<file path="src/rtl/rvv_backend_rs_fifo.sv">
// Multi-push / multi-pop reservation-station FIFO feeding one RVV execution unit.
// Optional occupancy/high-water outputs are enabled by defining RVV_RS_FIFO_OCCUPANCY_EN.
`ifndef NUM_DP_UOP
`define NUM_DP_UOP 2
`endif

module rvv_backend_rs_fifo #(
  parameter int DEPTH    = 8,
  parameter int NUM_PUSH = `NUM_DP_UOP,
  parameter int NUM_POP  = 2,
  parameter int DWIDTH   = 64,
  localparam int PTR_W   = $clog2(DEPTH),
  localparam int CNT_W   = PTR_W + 1
) (
  input  logic                         clk,
  input  logic                         rst_n,
  input  logic [NUM_PUSH-1:0]          push_valid,
  input  logic [NUM_PUSH*DWIDTH-1:0]   push_data,
  output logic [NUM_PUSH-1:0]          push_ready,
  output logic [NUM_POP-1:0]           pop_valid,
  output logic [NUM_POP*DWIDTH-1:0]    pop_data,
  input  logic [NUM_POP-1:0]           pop_ready,
  input  logic                         flush,
  output logic                         full,
`ifdef RVV_RS_FIFO_OCCUPANCY_EN
  output logic [CNT_W-1:0]             occupancy,
  output logic [CNT_W-1:0]             high_water,
`endif
  output logic                         empty
);

  logic [DWIDTH-1:0] mem [DEPTH];

  logic [PTR_W-1:0] wr_ptr_q, wr_ptr_d;
  logic [PTR_W-1:0] rd_ptr_q, rd_ptr_d;
  logic [CNT_W-1:0] count_q, count_d;

  logic [CNT_W-1:0] free_slots;
  logic [CNT_W-1:0] npush;
  logic [CNT_W-1:0] npop;
  logic             push_run;
  logic             pop_run;

  logic             wr_en   [NUM_PUSH];
  logic [PTR_W-1:0] wr_addr [NUM_PUSH];

  // Ready and valid come only from registered count, so dispatch never sees
  // a combinational path from pop_ready or push_valid back to push_ready.
  always_comb begin
    free_slots = CNT_W'(DEPTH) - count_q;
    for (int i = 0; i < NUM_PUSH; i++) begin
      push_ready[i] = free_slots > CNT_W'(i);
    end
    for (int j = 0; j < NUM_POP; j++) begin
      pop_valid[j] = count_q > CNT_W'(j);
      pop_data[j*DWIDTH +: DWIDTH] = mem[rd_ptr_q + PTR_W'(j)];
    end
  end

  assign full  = (count_q == CNT_W'(DEPTH));
  assign empty = (count_q == '0);

  // Only the leading run of accepted ports counts; anything after a gap is dropped.
  always_comb begin
    npush    = '0;
    push_run = 1'b1;
    for (int i = 0; i < NUM_PUSH; i++) begin
      if (push_run && push_valid[i] && push_ready[i]) begin
        npush = npush + CNT_W'(1);
      end else begin
        push_run = 1'b0;
      end
    end

    npop    = '0;
    pop_run = 1'b1;
    for (int j = 0; j < NUM_POP; j++) begin
      if (pop_run && pop_ready[j] && pop_valid[j]) begin
        npop = npop + CNT_W'(1);
      end else begin
        pop_run = 1'b0;
      end
    end
  end

  always_comb begin
    for (int k = 0; k < NUM_PUSH; k++) begin
      wr_en[k]   = !flush && (CNT_W'(k) < npush);
      wr_addr[k] = wr_ptr_q + PTR_W'(k);
    end
  end

  always_comb begin
    if (flush) begin
      wr_ptr_d = '0;
      rd_ptr_d = '0;
      count_d  = '0;
    end else begin
      wr_ptr_d = wr_ptr_q + PTR_W'(npush);
      rd_ptr_d = rd_ptr_q + PTR_W'(npop);
      count_d  = count_q + npush - npop;
    end
  end

  // NOTE: sequential state uses non-blocking assignments so every flop samples
  // pre-edge values regardless of statement order.
  always_ff @(posedge clk or negedge rst_n) begin
    if (!rst_n) begin
      wr_ptr_q <= '0;
      rd_ptr_q <= '0;
      count_q  <= '0;
    end else begin
      wr_ptr_q <= wr_ptr_d;
      rd_ptr_q <= rd_ptr_d;
      count_q  <= count_d;
    end
  end

  // NOTE: the payload array has no reset; count gates every read, so stale
  // contents are never observed and the array can map onto plain RAM cells.
  always_ff @(posedge clk) begin
    for (int k = 0; k < NUM_PUSH; k++) begin
      if (wr_en[k]) begin
        mem[wr_addr[k]] <= push_data[k*DWIDTH +: DWIDTH];
      end
    end
  end

`ifdef RVV_RS_FIFO_OCCUPANCY_EN
  logic [CNT_W-1:0] high_water_q, high_water_d;

  always_comb begin
    if (flush) begin
      high_water_d = '0;
    end else if (count_d > high_water_q) begin
      high_water_d = count_d;
    end else begin
      high_water_d = high_water_q;
    end
  end

  always_ff @(posedge clk or negedge rst_n) begin
    if (!rst_n) begin
      high_water_q <= '0;
    end else begin
      high_water_q <= high_water_d;
    end
  end

  assign occupancy  = count_q;
  assign high_water = high_water_q;
`endif

`ifndef SYNTHESIS
  function automatic logic push_is_prefix(input logic [NUM_PUSH-1:0] v);
    return ((v & (v + NUM_PUSH'(1))) == '0);
  endfunction

  function automatic logic pop_is_prefix(input logic [NUM_POP-1:0] v);
    return ((v & (v + NUM_POP'(1))) == '0);
  endfunction

  // Protocol checks report and carry on; the datapath already drops non-prefix bits.
  always @(posedge clk) begin
    if (rst_n) begin
      push_prefix_chk : assert (push_is_prefix(push_valid))
        else $warning("rs_fifo: push_valid %b is not a contiguous prefix", push_valid);
      pop_prefix_chk : assert (pop_is_prefix(pop_ready))
        else $warning("rs_fifo: pop_ready %b is not a contiguous prefix", pop_ready);
      count_range_chk : assert (count_q <= CNT_W'(DEPTH))
        else $error("rs_fifo: count %0d exceeds depth", count_q);
    end
  end
`endif

endmodule

</file>
<file path="config.mk">
export PLATFORM = sky130hd
export DESIGN_NAME = rvv_backend_rs_fifo
export DESIGN_NICKNAME = d
export VERILOG_FILES = /design/src/rtl/rvv_backend_rs_fifo.sv
export SDC_FILE = /design/constraint.sdc
export NUM_CORES = 1
export LEC_CHECK = 0
export BUFFER_PORTS_ARGS = -buffer_cell sky130_fd_sc_hd__buf_2
export CELL_PAD_IN_SITES_DETAIL_PLACEMENT = 1
export CELL_PAD_IN_SITES_GLOBAL_PLACEMENT = 1
export CORE_MARGIN = 4
export CORE_UTILIZATION = 58
export CTS_BUF_LIST = sky130_fd_sc_hd__clkbuf_8
export DETAILED_ROUTE_END_ITERATION = 10
export GPL_TIMING_DRIVEN = 0
export HOLD_SLACK_MARGIN = 0.1
export MAX_ROUTING_LAYER = met4
export PLACE_DENSITY_LB_ADDON = 0.25
export SLEW_MARGIN = 5
export SYNTH_ARGS = -nofsm -noshare
export SYNTH_HDL_FRONTEND = slang
export SYNTH_SLANG_ARGS = --single-unit
</file>
<file path="constraint.sdc">
create_clock -name clk -period 15 [get_ports clk]
set_input_delay 2.25 -clock clk [delete_from_list [all_inputs] [get_ports clk]]
set_output_delay 2.25 -clock clk [all_outputs]
set_load 0.005 [all_outputs]
</file>
==> flow_summary.yaml <==
status:
  status: "finished clean"
pwr:
  ir_drop_uv: 86.1
  p_per_area_nw_per_um2: 155
  p_comb_share_pct: 45.5
  leakage_uw: 0.0128
  power_switching_uw: 1910
  p_seq_share_pct: 32.6
  p_clk_share_pct: 22.0
  intPower_uw: 3610
  netSwitchingFraction_pct: 34.7
synthesis:
  muxShareOfSynthArea_pct: 44.0
  synth-seq-cells: 522
  synth_top_family_by_area: "multiplexers"
  ys_seq_area_share_pct: 50.8
  yosys_most_used_dff: "edfxtp_1"
  mappedNetlistNets: 1787
  synthAdderAreaFrac_pct: 0.830
  synth_cell_types: 39
  synthCells: 1634
  synthXorXnorAreaFrac_pct: 0.220
  async_flop_share_pct: 1.92
  avgSynthCellArea_um2: 18.8
  yosys.area_share.simple_pct: 0.769
  syn_area_um2: 30800
  synth_compound_area_share_pct: 0.289
  synth_edf_count: 512
  ys_warn_count: 0
routing:
  drt-wirelength-per-cell_um: 34.3
  ant_nets: 0
  drt-initial-drc-count: 1813
  drc: 0
  drt-total-wl_um: 96400
  dr.pass1.iters: 7
  num_vias: 19200
  via_per_inst: 6.83
timing:
  rsz0062_at_grt: "no"
  worstMarginPinSlew_ns: 1.01
  fin_worst_skew_ns: 0.0323
  hold_violations: 0
  min_period_over_period_pct: 41.4
  slew_headroom_pct: 32.4
  max_freq_mhz: 161
  finalCriticalPeriod_ns: 6.21
  slew_viol_final: 0
  finalSetupViolations: 0
  setup_tns_ns: 0
clock_network:
  htree_levels: 3
  clk_pin_slew_ns: 0.06
  cts-root-buf: "clkbuf_8"
  cts_tree: "done"
  holdBufCountCts: 0
  clkLatencyLatePin_ns: 0.69
  numCtsBuffers: 88
  cts_buffer_depth: 3
  cts_setup_buffers: 0
  clock-sinks: 522
  ctsResizeCount: 0
critical_path:
  end_kind: "primary output"
  cp.required_ns: 12.75
  crit_arrival_ns: 3.96
  max_stage_delay_ns: 0.83
  crit_top_cell: "clkbuf_1"
  start_kind: "flop"
  cp_cell_sequence: "ha_1 -> clkbuf_1 -> clkbuf_1 -> mux4_2 -> mux2_2 -> buf_2"
  worstPathMaxFanout: 10
  critPathSlowestCell: "clkbuf_1"
  critical_path_class: "flop to primary output"
floorplan:
  rows: 84
  dieArea_um2: 56800
  ios: 269
  die_x_um: 238
  initial_core_util_pct: 58.5
  die_h_um: 238
  core_um2: 52600
layout:
  drive_gt1_share_pct: 67.6
  multi_input_area_um2: 14300
  seq_area_um2: 15600
  area.growth.synth_to_final_pct: 15.6
  fin_nets: 2182
  n_fill_cell: 4491
  utilization_pct: 67.7
grt:
  grt_pass1_wl_um: 141000
  gr-total-overflow: 0
  grt_max_degree: 20
  antenna_found_initial: 28
  track_usage_pct: 34.7
  grt_pass1_vias: 21200
job:
  cap_violations: 0
hold_path:
  hold_class: "flop to flop"
placement:
  hpwlAfterDp_um: 64200
  portBuffers: 268
  gp_congestion: 0.783
-- critical path: cells and delay by family, from the launching register on --
| family | cells | cell delay, ns |
|---|---|---|
| flops | 1 | 0.45 |
| mux | 2 | 0.75 |
| buf+inv | 3 | 1.71 |
| fa+ha+maj | 1 | 0.36 |
-- logic make-up (layout without fill, tap and decap cells) --
group | count (synthesis) | count (layout)
xor gates and xnor gates | 6 | 6
AOI/OAI and AO/OA | 14 | 14
adders and majority gates | 18 | 18
other | 0 | 29
muxes | 897 | 897
DFF | 522 | 522
buffers and inverters | 139 | 599
and+or+nand+nor | 38 | 38
-- flip-flops by register name (all words and copies together), names as in the netlist --
register and count:
mem 512, count_q 4, rd_ptr_q 3, wr_ptr_q 3
-- through the flow --
step | setup WS (ns) | hold slack [ns] | std cells | power (uW) | cell area [um^2]
finish | 8.79 | 0.759 | 2811 | 5520 | 35600
global route | 8.79 | 0.778 | 2809 | 5740 | 35600
CTS | 8.86 | 0.770 | 2782 | 5530 | 35500
detailed placement | 9.64 | 0.721 | 2627 | 4310 | 33900
global placement | 0.263 | 0.670 | 2590 | 4210 | 33000
floorplan | 6.72 | 0.612 | 1634 | 3350 | 30800
-- worst paths after layout --
path | start | end | slack (ns) | cells after the start
worst min-delay path | count_q[0] | count_q[0] | 0.76 | 2
worst min register to register | count_q[0] | count_q[0] | 0.76 | 2
min in group asynchronous | rst_n | count_q[0] | 1.42 | 1
worst max register to register | count_q[1] | mem[3][28] | 11.12 | 11
worst max-delay path | rd_ptr_q[1] | pop_data[64] | 8.79 | 6
max in group asynchronous | rst_n | count_q[3] | 13.35 | 1
-- placed cells by master, fill, tap and decap left out, types with 18 or more instances in the layout --
| cell | synthesis | final |
|---|---|---|
| buf_2 | 47 | 315 |
| mux2_4 | 147 | 147 |
| clkinv_1 | 0 | 23 |
| mux4_2 | 256 | 256 |
| diode_2 | 0 | 29 |
| buf_16 | 0 | 19 |
| mux2_2 | 478 | 478 |
| clkbuf_8 | 0 | 92 |
| clkbuf_1 | 18 | 18 |
| edfxtp_1 | 512 | 512 |
| buf_6 | 45 | 46 |
| inv_1 | 13 | 39 |
-- final cells by class --
| cell class | instances | area share (%) |
|---|---|---|
| tap | 688 | 2.42 |
| timing repair buffer | 305 | 6.09 |
| multi-input combinational | 973 | 40.2 |
| antenna | 29 | 0.204 |
| clock buffer | 92 | 3.56 |
| inverter | 13 | 0.137 |
| sequential | 522 | 43.9 |
| clock inverter | 63 | 0.943 |
| buffer | 126 | 2.56 |
-- per-layer routing --
metal  part of all wire [%]  vias up  GRT usage [%]
met1                     37    10100           42.9
met2                     50     1104           56.2
li1                       -     7702              -
met3                    8.3      256           7.34
met5                      0        -              -
met4                    4.2        0           15.0
-- power groups by stage --
stage	combinational [uW]	sequential (uW)	clock [uW]
finish	2510	1800	1210
floorplan	1530	1820	0
global placement	2350	1860	0
detailed placement	2480	1820	0
global route	2630	1810	1300
CTS	2510	1800	1230
-- synth_stat cells (8+ instances only) --
cell / instances / area, um^2
mux2_1: 16 / 180
buf_6: 45 / 507
ha_1: 14 / 175
mux2_2: 478 / 5380
mux2_4: 147 / 2210
edfxtp_1: 512 / 15400
buf_4: 11 / 82.6
buf_2: 47 / 235
inv_1: 13 / 48.8
nand2_1: 8 / 30.0
mux4_2: 256 / 5770
clkbuf_1: 18 / 67.6
dfrtp_1: 10 / 250
(Power assumes the default switching activity.)
